## config.mk

```make
export PLATFORM = sky130hd
export DESIGN_NAME = id_ex_issue_stage
export DESIGN_NICKNAME = d
export VERILOG_FILES = /design/src/rtl/alu_pkg.sv /design/src/rtl/alu_op_decode.sv /design/src/rtl/id_ex_issue_stage.sv
export SDC_FILE = /design/constraint.sdc
export NUM_CORES = 1
export LEC_CHECK = 0
export ABC_AREA = 1
export CORE_UTILIZATION = 50
export CTS_CLUSTER_SIZE = 40
export DETAILED_ROUTE_END_ITERATION = 8
export PLACE_DENSITY = 0.86
export SLEW_MARGIN = 10
export SYNTH_ARGS = -nofsm -noshare
export SYNTH_HDL_FRONTEND = slang
export SYNTH_SLANG_ARGS = --single-unit
```

## constraint.sdc

```tcl
create_clock -name clk -period 28.3 [get_ports clk]
set_input_delay 5.66 -clock clk [delete_from_list [all_inputs] [get_ports clk]]
set_output_delay 5.66 -clock clk [all_outputs]
set_load 0.02 [all_outputs]
```

## src/rtl/alu_pkg.sv

```systemverilog
// Shared ALU encodings: operation codes, ALUOp classes, funct3 values and the
// decoded-control payload carried from ID/EX into the ALU.
package alu_pkg;

  localparam int unsigned OP_W    = 4;
  localparam int unsigned ALUOP_W = 2;
  localparam int unsigned F3_W    = 3;

  localparam logic [OP_W-1:0] OP_AND = 4'b0000;
  localparam logic [OP_W-1:0] OP_OR  = 4'b0001;
  localparam logic [OP_W-1:0] OP_ADD = 4'b0010;
  localparam logic [OP_W-1:0] OP_SUB = 4'b0110;
  localparam logic [OP_W-1:0] OP_SLT = 4'b0111;
  localparam logic [OP_W-1:0] OP_NOR = 4'b1100;

  localparam logic [ALUOP_W-1:0] ALUOP_MEM = 2'b00;
  localparam logic [ALUOP_W-1:0] ALUOP_BR  = 2'b01;
  localparam logic [ALUOP_W-1:0] ALUOP_R   = 2'b10;
  localparam logic [ALUOP_W-1:0] ALUOP_I   = 2'b11;

  localparam logic [F3_W-1:0] F3_ADD_SUB = 3'b000;
  localparam logic [F3_W-1:0] F3_SLT     = 3'b010;
  localparam logic [F3_W-1:0] F3_OR      = 3'b110;
  localparam logic [F3_W-1:0] F3_AND     = 3'b111;

  typedef struct packed {
    logic [OP_W-1:0] operation;
    logic            carry_in;
    logic            illegal;
  } alu_ctrl_t;

endpackage

```

## src/rtl/alu_op_decode.sv

```systemverilog
// Combinational ALUOp/funct3/funct7[5] to ALU operation, carry-in and illegal flag.
module alu_op_decode
  import alu_pkg::*;
(
  input  logic [ALUOP_W-1:0] alu_op,
  input  logic [F3_W-1:0]    funct3,
  input  logic               funct7_5,
  output logic [OP_W-1:0]    operation_c,
  output logic               carry_in_c,
  output logic               illegal_c
);

  always_comb begin
    operation_c = OP_ADD;
    carry_in_c  = 1'b0;
    illegal_c   = 1'b0;
    unique case (alu_op)
      ALUOP_MEM: ;
      ALUOP_BR: begin
        operation_c = OP_SUB;
        carry_in_c  = 1'b1;
      end
      default: begin
        // R and I share the funct3 map; only R-type honours funct7[5] for SUB
        unique case (funct3)
          F3_ADD_SUB: begin
            if (alu_op == ALUOP_R && funct7_5) begin
              operation_c = OP_SUB;
              carry_in_c  = 1'b1;
            end
          end
          F3_AND: operation_c = OP_AND;
          F3_OR:  operation_c = OP_OR;
          F3_SLT: begin
            operation_c = OP_SLT;
            carry_in_c  = 1'b1;
          end
          default: illegal_c = 1'b1;
        endcase
      end
    endcase
  end

endmodule

```

## src/rtl/id_ex_issue_stage.sv

```systemverilog
// ID/EX boundary: decodes the ID bundle and holds it in a main + skid register
// pair with valid/ready handshakes, presenting registered ALU operands to EX.
module id_ex_issue_stage
  import alu_pkg::*;
#(
  parameter int unsigned N      = 64,
  parameter int unsigned CTRL_W = 8,
  parameter int unsigned RD_W   = 5
) (
  input  logic               clk,
  input  logic               reset,
  input  logic               in_valid,
  output logic               in_ready,
  input  logic [N-1:0]       rs1_data,
  input  logic [N-1:0]       rs2_data,
  input  logic [N-1:0]       imm,
  input  logic               alu_src,
  input  logic [ALUOP_W-1:0] alu_op,
  input  logic [F3_W-1:0]    funct3,
  input  logic               funct7_5,
  input  logic [RD_W-1:0]    rd_in,
  input  logic [CTRL_W-1:0]  ctrl_in,
  input  logic               flush,
  output logic               out_valid,
  input  logic               out_ready,
  output logic [N-1:0]       alu_a,
  output logic [N-1:0]       alu_b,
  output logic [OP_W-1:0]    alu_operation,
  output logic               alu_carry_in,
  output logic               illegal_op,
  output logic [RD_W-1:0]    rd_out,
  output logic [CTRL_W-1:0]  ctrl_out
);

  alu_ctrl_t         dec_c;
  logic [N-1:0]      b_sel_c;

  logic              skid_valid;
  logic [N-1:0]      skid_a;
  logic [N-1:0]      skid_b;
  alu_ctrl_t         skid_ctrl;
  logic [RD_W-1:0]   skid_rd;
  logic [CTRL_W-1:0] skid_pass;

  logic accept_c;
  logic transfer_c;
  logic load_main_in_c;
  logic load_main_skid_c;
  logic load_skid_c;
  logic out_valid_nxt_c;
  logic skid_valid_nxt_c;

  alu_op_decode u_decode (
    .alu_op      (alu_op),
    .funct3      (funct3),
    .funct7_5    (funct7_5),
    .operation_c (dec_c.operation),
    .carry_in_c  (dec_c.carry_in),
    .illegal_c   (dec_c.illegal)
  );

  assign b_sel_c = alu_src ? imm : rs2_data;

  // Handshake bookkeeping; in_ready is registered so accept implies skid empty
  always_comb begin
    accept_c         = in_valid && in_ready;
    transfer_c       = out_valid && out_ready;
    load_main_in_c   = 1'b0;
    load_main_skid_c = 1'b0;
    load_skid_c      = 1'b0;
    out_valid_nxt_c  = out_valid;
    skid_valid_nxt_c = skid_valid;
    if (flush) begin
      out_valid_nxt_c  = 1'b0;
      skid_valid_nxt_c = 1'b0;
    end else if (transfer_c && skid_valid) begin
      load_main_skid_c = 1'b1;
      skid_valid_nxt_c = 1'b0;
    end else if (accept_c && (!out_valid || transfer_c)) begin
      load_main_in_c  = 1'b1;
      out_valid_nxt_c = 1'b1;
    end else if (accept_c) begin
      load_skid_c      = 1'b1;
      skid_valid_nxt_c = 1'b1;
    end else if (transfer_c) begin
      out_valid_nxt_c = 1'b0;
    end
  end

  always_ff @(posedge clk or posedge reset) begin
    if (reset) begin
      out_valid  <= 1'b0;
      skid_valid <= 1'b0;
      in_ready   <= 1'b1;
    end else begin
      out_valid  <= out_valid_nxt_c;
      skid_valid <= skid_valid_nxt_c;
      in_ready   <= !skid_valid_nxt_c;
    end
  end

  // Main entry drives the outputs directly
  always_ff @(posedge clk or posedge reset) begin
    if (reset) begin
      alu_a         <= '0;
      alu_b         <= '0;
      alu_operation <= OP_ADD;
      alu_carry_in  <= 1'b0;
      illegal_op    <= 1'b0;
      rd_out        <= '0;
      ctrl_out      <= '0;
    end else if (load_main_skid_c) begin
      alu_a         <= skid_a;
      alu_b         <= skid_b;
      alu_operation <= skid_ctrl.operation;
      alu_carry_in  <= skid_ctrl.carry_in;
      illegal_op    <= skid_ctrl.illegal;
      rd_out        <= skid_rd;
      ctrl_out      <= skid_pass;
    end else if (load_main_in_c) begin
      alu_a         <= rs1_data;
      alu_b         <= b_sel_c;
      alu_operation <= dec_c.operation;
      alu_carry_in  <= dec_c.carry_in;
      illegal_op    <= dec_c.illegal;
      rd_out        <= rd_in;
      ctrl_out      <= ctrl_in;
    end
  end

  always_ff @(posedge clk or posedge reset) begin
    if (reset) begin
      skid_a    <= '0;
      skid_b    <= '0;
      skid_ctrl <= '{operation: OP_ADD, carry_in: 1'b0, illegal: 1'b0};
      skid_rd   <= '0;
      skid_pass <= '0;
    end else if (load_skid_c) begin
      skid_a    <= rs1_data;
      skid_b    <= b_sel_c;
      skid_ctrl <= dec_c;
      skid_rd   <= rd_in;
      skid_pass <= ctrl_in;
    end
  end

endmodule

```

==> run_results.csv <==
group,metric,value,unit
power,switching_power,0.000391,W
placed_design,gp_congestion,0.859,
cells_and_area,finalNetCount,2458,
sta,period_share,32.2,%
floorplanning,std_cell_rows,60,
routing,number_of_design_rule_violations_left_after_detail_routing,0,
power,seq_power_share,44.4,%
sta,final-max-slew-violation-count,0,
global_routing,grt_max_degree,143,
sta,maxSlewHeadroom,28.3,%
synth,synth-edff-count,0,
cells_and_area,final_layout_size_suffix_gt1_share,3.36,%
critical_path,critical_path_arrival,9600,ps
power,combPwrFrac,23.3,%
sta,setup_ws,19180,ps
outcome,outcome,"completed",
clocking,postCtsSetupBuffers,0,
power,worst_ir_drop_vdd,0.0000411,V
power,switching_share,30.2,%
floorplanning,boundary_pin_count,366,
min_path,hp-class,"flip-flop to flip-flop",
synth,synth_mux_area_share,0,%
placed_design,dpl.hpwl,25.0,mm
routing,dr.pass1.iters,6,
critical_path,worstSetupEndpointType,"flip-flop",
sta,worst_hold_slack,469,ps
global_routing,groute.usage.overall,27.9,%
clocking,cts-root-buf,"sky130_fd_sc_hd__clkbuf_16",
job,maxCapViolCount,0,
synth,seq_area_frac_synth,53.2,%
routing,vias_per_cell,5.00,
sta,final_hold_violation_count,0,
clocking,cts_inserted_buffers,30,
sta,setup-violations-final,0,
sta,grt_setup_unrepaired,"no",
power,p_leak,10.0,nW
floorplanning,die_width,169,um
power,pwr_density_cell,69.7,nW/um2
critical_path,cp.required,28790,ps
floorplanning,fp.dieArea,28400,um2
synth,ys_seq_elements,295,
critical_path,critical_path.startpoint_type,"input pin",
synth,simple_gate_area_share_of_the_yosys_netlist,37.9,%
sta,tightest_slew,1070,ps
global_routing,globalRoute.totalOverflow,0,
critical_path,critical_path.max_fanout,96,
clocking,clock_path_buffers,3,
critical_path,path_class,"input pin to flip-flop",
clocking,clock_tree_from_tritoncts,"yes",
sta,maxClockFrequency,110,MHz
synth,postSynthNetCount,2161,
placed_design,postPlaceCellArea,17500,um2
synth,postSynth.topFlopCell,"sky130_fd_sc_hd__dfrtp_1",
routing,ant_nets,0,
synth,post_synth_xor_area_fraction,0,%
sta,clock_skew,12.6,ps
placed_design,numPortBuffers,364,
clocking,postcts_resize_cnt,0,
floorplanning,area_of_the_core_region,27100,um2
sta,setup_tns,0,ps
floorplanning,die_height,169,um
synth,syn_area_per_cell,7.14,um2
floorplanning,floorplan.initialDensity,51.2,%
routing,avgRoutedWirePerCell,15.0,um
power,p_int,0.000904,W
clocking,ctsHtreeMaxLevel,1,
global_routing,grt_pass1_vias,13000,
cells_and_area,area_delta_synth_final,33.8,%
global_routing,wire_length_of_the_first_global_routing_pass,64.4,mm
clocking,clk_latency,550,ps
power,power.clock.fraction,32.3,%
global_routing,grt_antenna_before_repair,1,
routing,postRouteWirelength,39.4,mm
power,report.power.total,0.00129,W
synth,synth_cell_type_count,21,
synth,combinational_family_with_the_most_area_after_synthesis,"simple AND/OR/NAND/NOR gates",
synth,mappedNetlistArea,13900,um2
cells_and_area,final_cell_area,18600,um2
synth,share_of_the_synthesized_area_in_compound_gates_ao_oa_aoi_oai,2.55,%
synth,ys_async_sr_fraction,100,%
synth,synth-adder-area-share,0,%
sta,post-route-min-period,9120,ps
clocking,cts.reportedPaths.clkPinSlew,60,ps
synth,yosys_warnings,0,
synth,synth_cells,1944,
placed_design,place_ws,18640,ps
clocking,cts.sinks,295,
routing,detailedRoute.firstIterationViolations,1231,
clocking,ctsHoldBuffers,0,
routing,routed-via-count,13200,
cells in the final DEF (no fill, tap or decap), types with 2 or more instances in the layout:
cell	Yosys	final
sky130_fd_sc_hd__buf_4	8	11
sky130_fd_sc_hd__bufinv_16	0	4
sky130_fd_sc_hd__clkbuf_1	18	4
sky130_fd_sc_hd__clkbuf_16	0	30
sky130_fd_sc_hd__clkbuf_8	0	7
sky130_fd_sc_hd__clkdlybuf4s50_1	0	363
sky130_fd_sc_hd__clkinv_2	0	7
sky130_fd_sc_hd__clkinvlp_4	0	2
sky130_fd_sc_hd__dfrtp_1	292	292
sky130_fd_sc_hd__dfstp_2	3	3
sky130_fd_sc_hd__inv_1	77	75
sky130_fd_sc_hd__inv_4	0	2
sky130_fd_sc_hd__nand2_1	1371	1371
sky130_fd_sc_hd__nand2_4	1	2
sky130_fd_sc_hd__nand3_1	9	9
sky130_fd_sc_hd__nor2_1	5	4
sky130_fd_sc_hd__o21ai_0	68	68
kinds of logic after synthesis:
group	after synthesis
other cells	1
compound gates	70
flops	295
buf+inv	188
simple gates	1390
power by group through the flow:
stage | Clock [W] | Combinational, W | Sequential [W]
2_1_floorplan | 0 | 0.000112 | 0.000614
3_3_place_gp | 0 | 0.000291 | 0.000574
3_5_place_dp | 0 | 0.000302 | 0.000577
4_1_cts | 0.000425 | 0.000304 | 0.000572
5_1_grt | 0.000443 | 0.000332 | 0.000583
6_report | 0.000419 | 0.000302 | 0.000574
sequential cells by signal, indices dropped and copies added, names as in the netlist:
name           count
alu_a             64
alu_b             64
alu_carry_in       1
alu_operation      3
ctrl_out           8
illegal_op         1
in_ready           1
out_valid          1
rd_out             5
skid_a            64
skid_b            64
skid_ctrl          5
skid_pass          8
skid_rd            5
skid_valid         1
Yosys cell counts (2+ instances only):
cell type,number,area (um2)
sky130_fd_sc_hd__nand2_1,1371,5150
sky130_fd_sc_hd__dfrtp_1,292,7310
sky130_fd_sc_hd__inv_1,77,289
sky130_fd_sc_hd__buf_2,73,365
sky130_fd_sc_hd__o21ai_0,68,340
sky130_fd_sc_hd__clkbuf_1,18,67.6
sky130_fd_sc_hd__nand3_1,9,45.0
sky130_fd_sc_hd__buf_4,8,60.1
sky130_fd_sc_hd__buf_6,7,78.8
sky130_fd_sc_hd__nor2_1,5,18.8
sky130_fd_sc_hd__buf_1,3,11.3
sky130_fd_sc_hd__dfstp_2,3,78.8
sky130_fd_sc_hd__inv_2,2,7.51
final cells by class:
class                   instances  area [um2]
repair buffers                374        3720
clock buffers                  41         862
flip-flops and latches        295        7390
clock inverters                15         195
multi-input cells            1461        5630
fillers                      2109        8530
diodes                          1        2.50
well taps                     372         465
inverters                      79         309
path summary, 6_finish.rpt:
| path | endpoint | slack (ps) | depth (start not counted) | start |
|---|---|---|---|---|
| setup reg to reg | alu_b[21] | 24450 | 8 | out_valid |
| hold / removal | skid_b[9] | 470 | 2 | skid_b[9] |
| max in group asynchronous | alu_b[36] | 20140 | 4 | reset |
| min in group asynchronous | alu_a[35] | 5660 | 2 | reset |
| hold reg to reg | skid_b[9] | 470 | 2 | skid_b[9] |
| setup / recovery | alu_b[21] | 19180 | 8 | flush |
layer usage:
layer / track usage (%) / share of wire, %
met1: 35.0 / 40
met2: 48.5 / 49
met3: 4.21 / 6.5
met4: 11.6 / 3.7
met5: 0 / 0
worst max-delay path, cell delays in order:
cell and delay, ps:
sky130_fd_sc_hd__clkdlybuf4s50_1 580, sky130_fd_sc_hd__inv_1 160, sky130_fd_sc_hd__nand2_4 760, sky130_fd_sc_hd__nand2_4 560, sky130_fd_sc_hd__inv_4 580, sky130_fd_sc_hd__buf_4 910, sky130_fd_sc_hd__nand2_1 160, sky130_fd_sc_hd__nand2_1 130
metrics by stage:
step | util (%) | cells
after floorplan | - | 1944
after global placement | 64.6 | 2581
after CTS | 68.5 | 2637
after detailed placement | 64.6 | 2581
final | 68.5 | 2638
after global routing | 68.5 | 2638
Note: power is estimated with default switching activity, not from simulation.
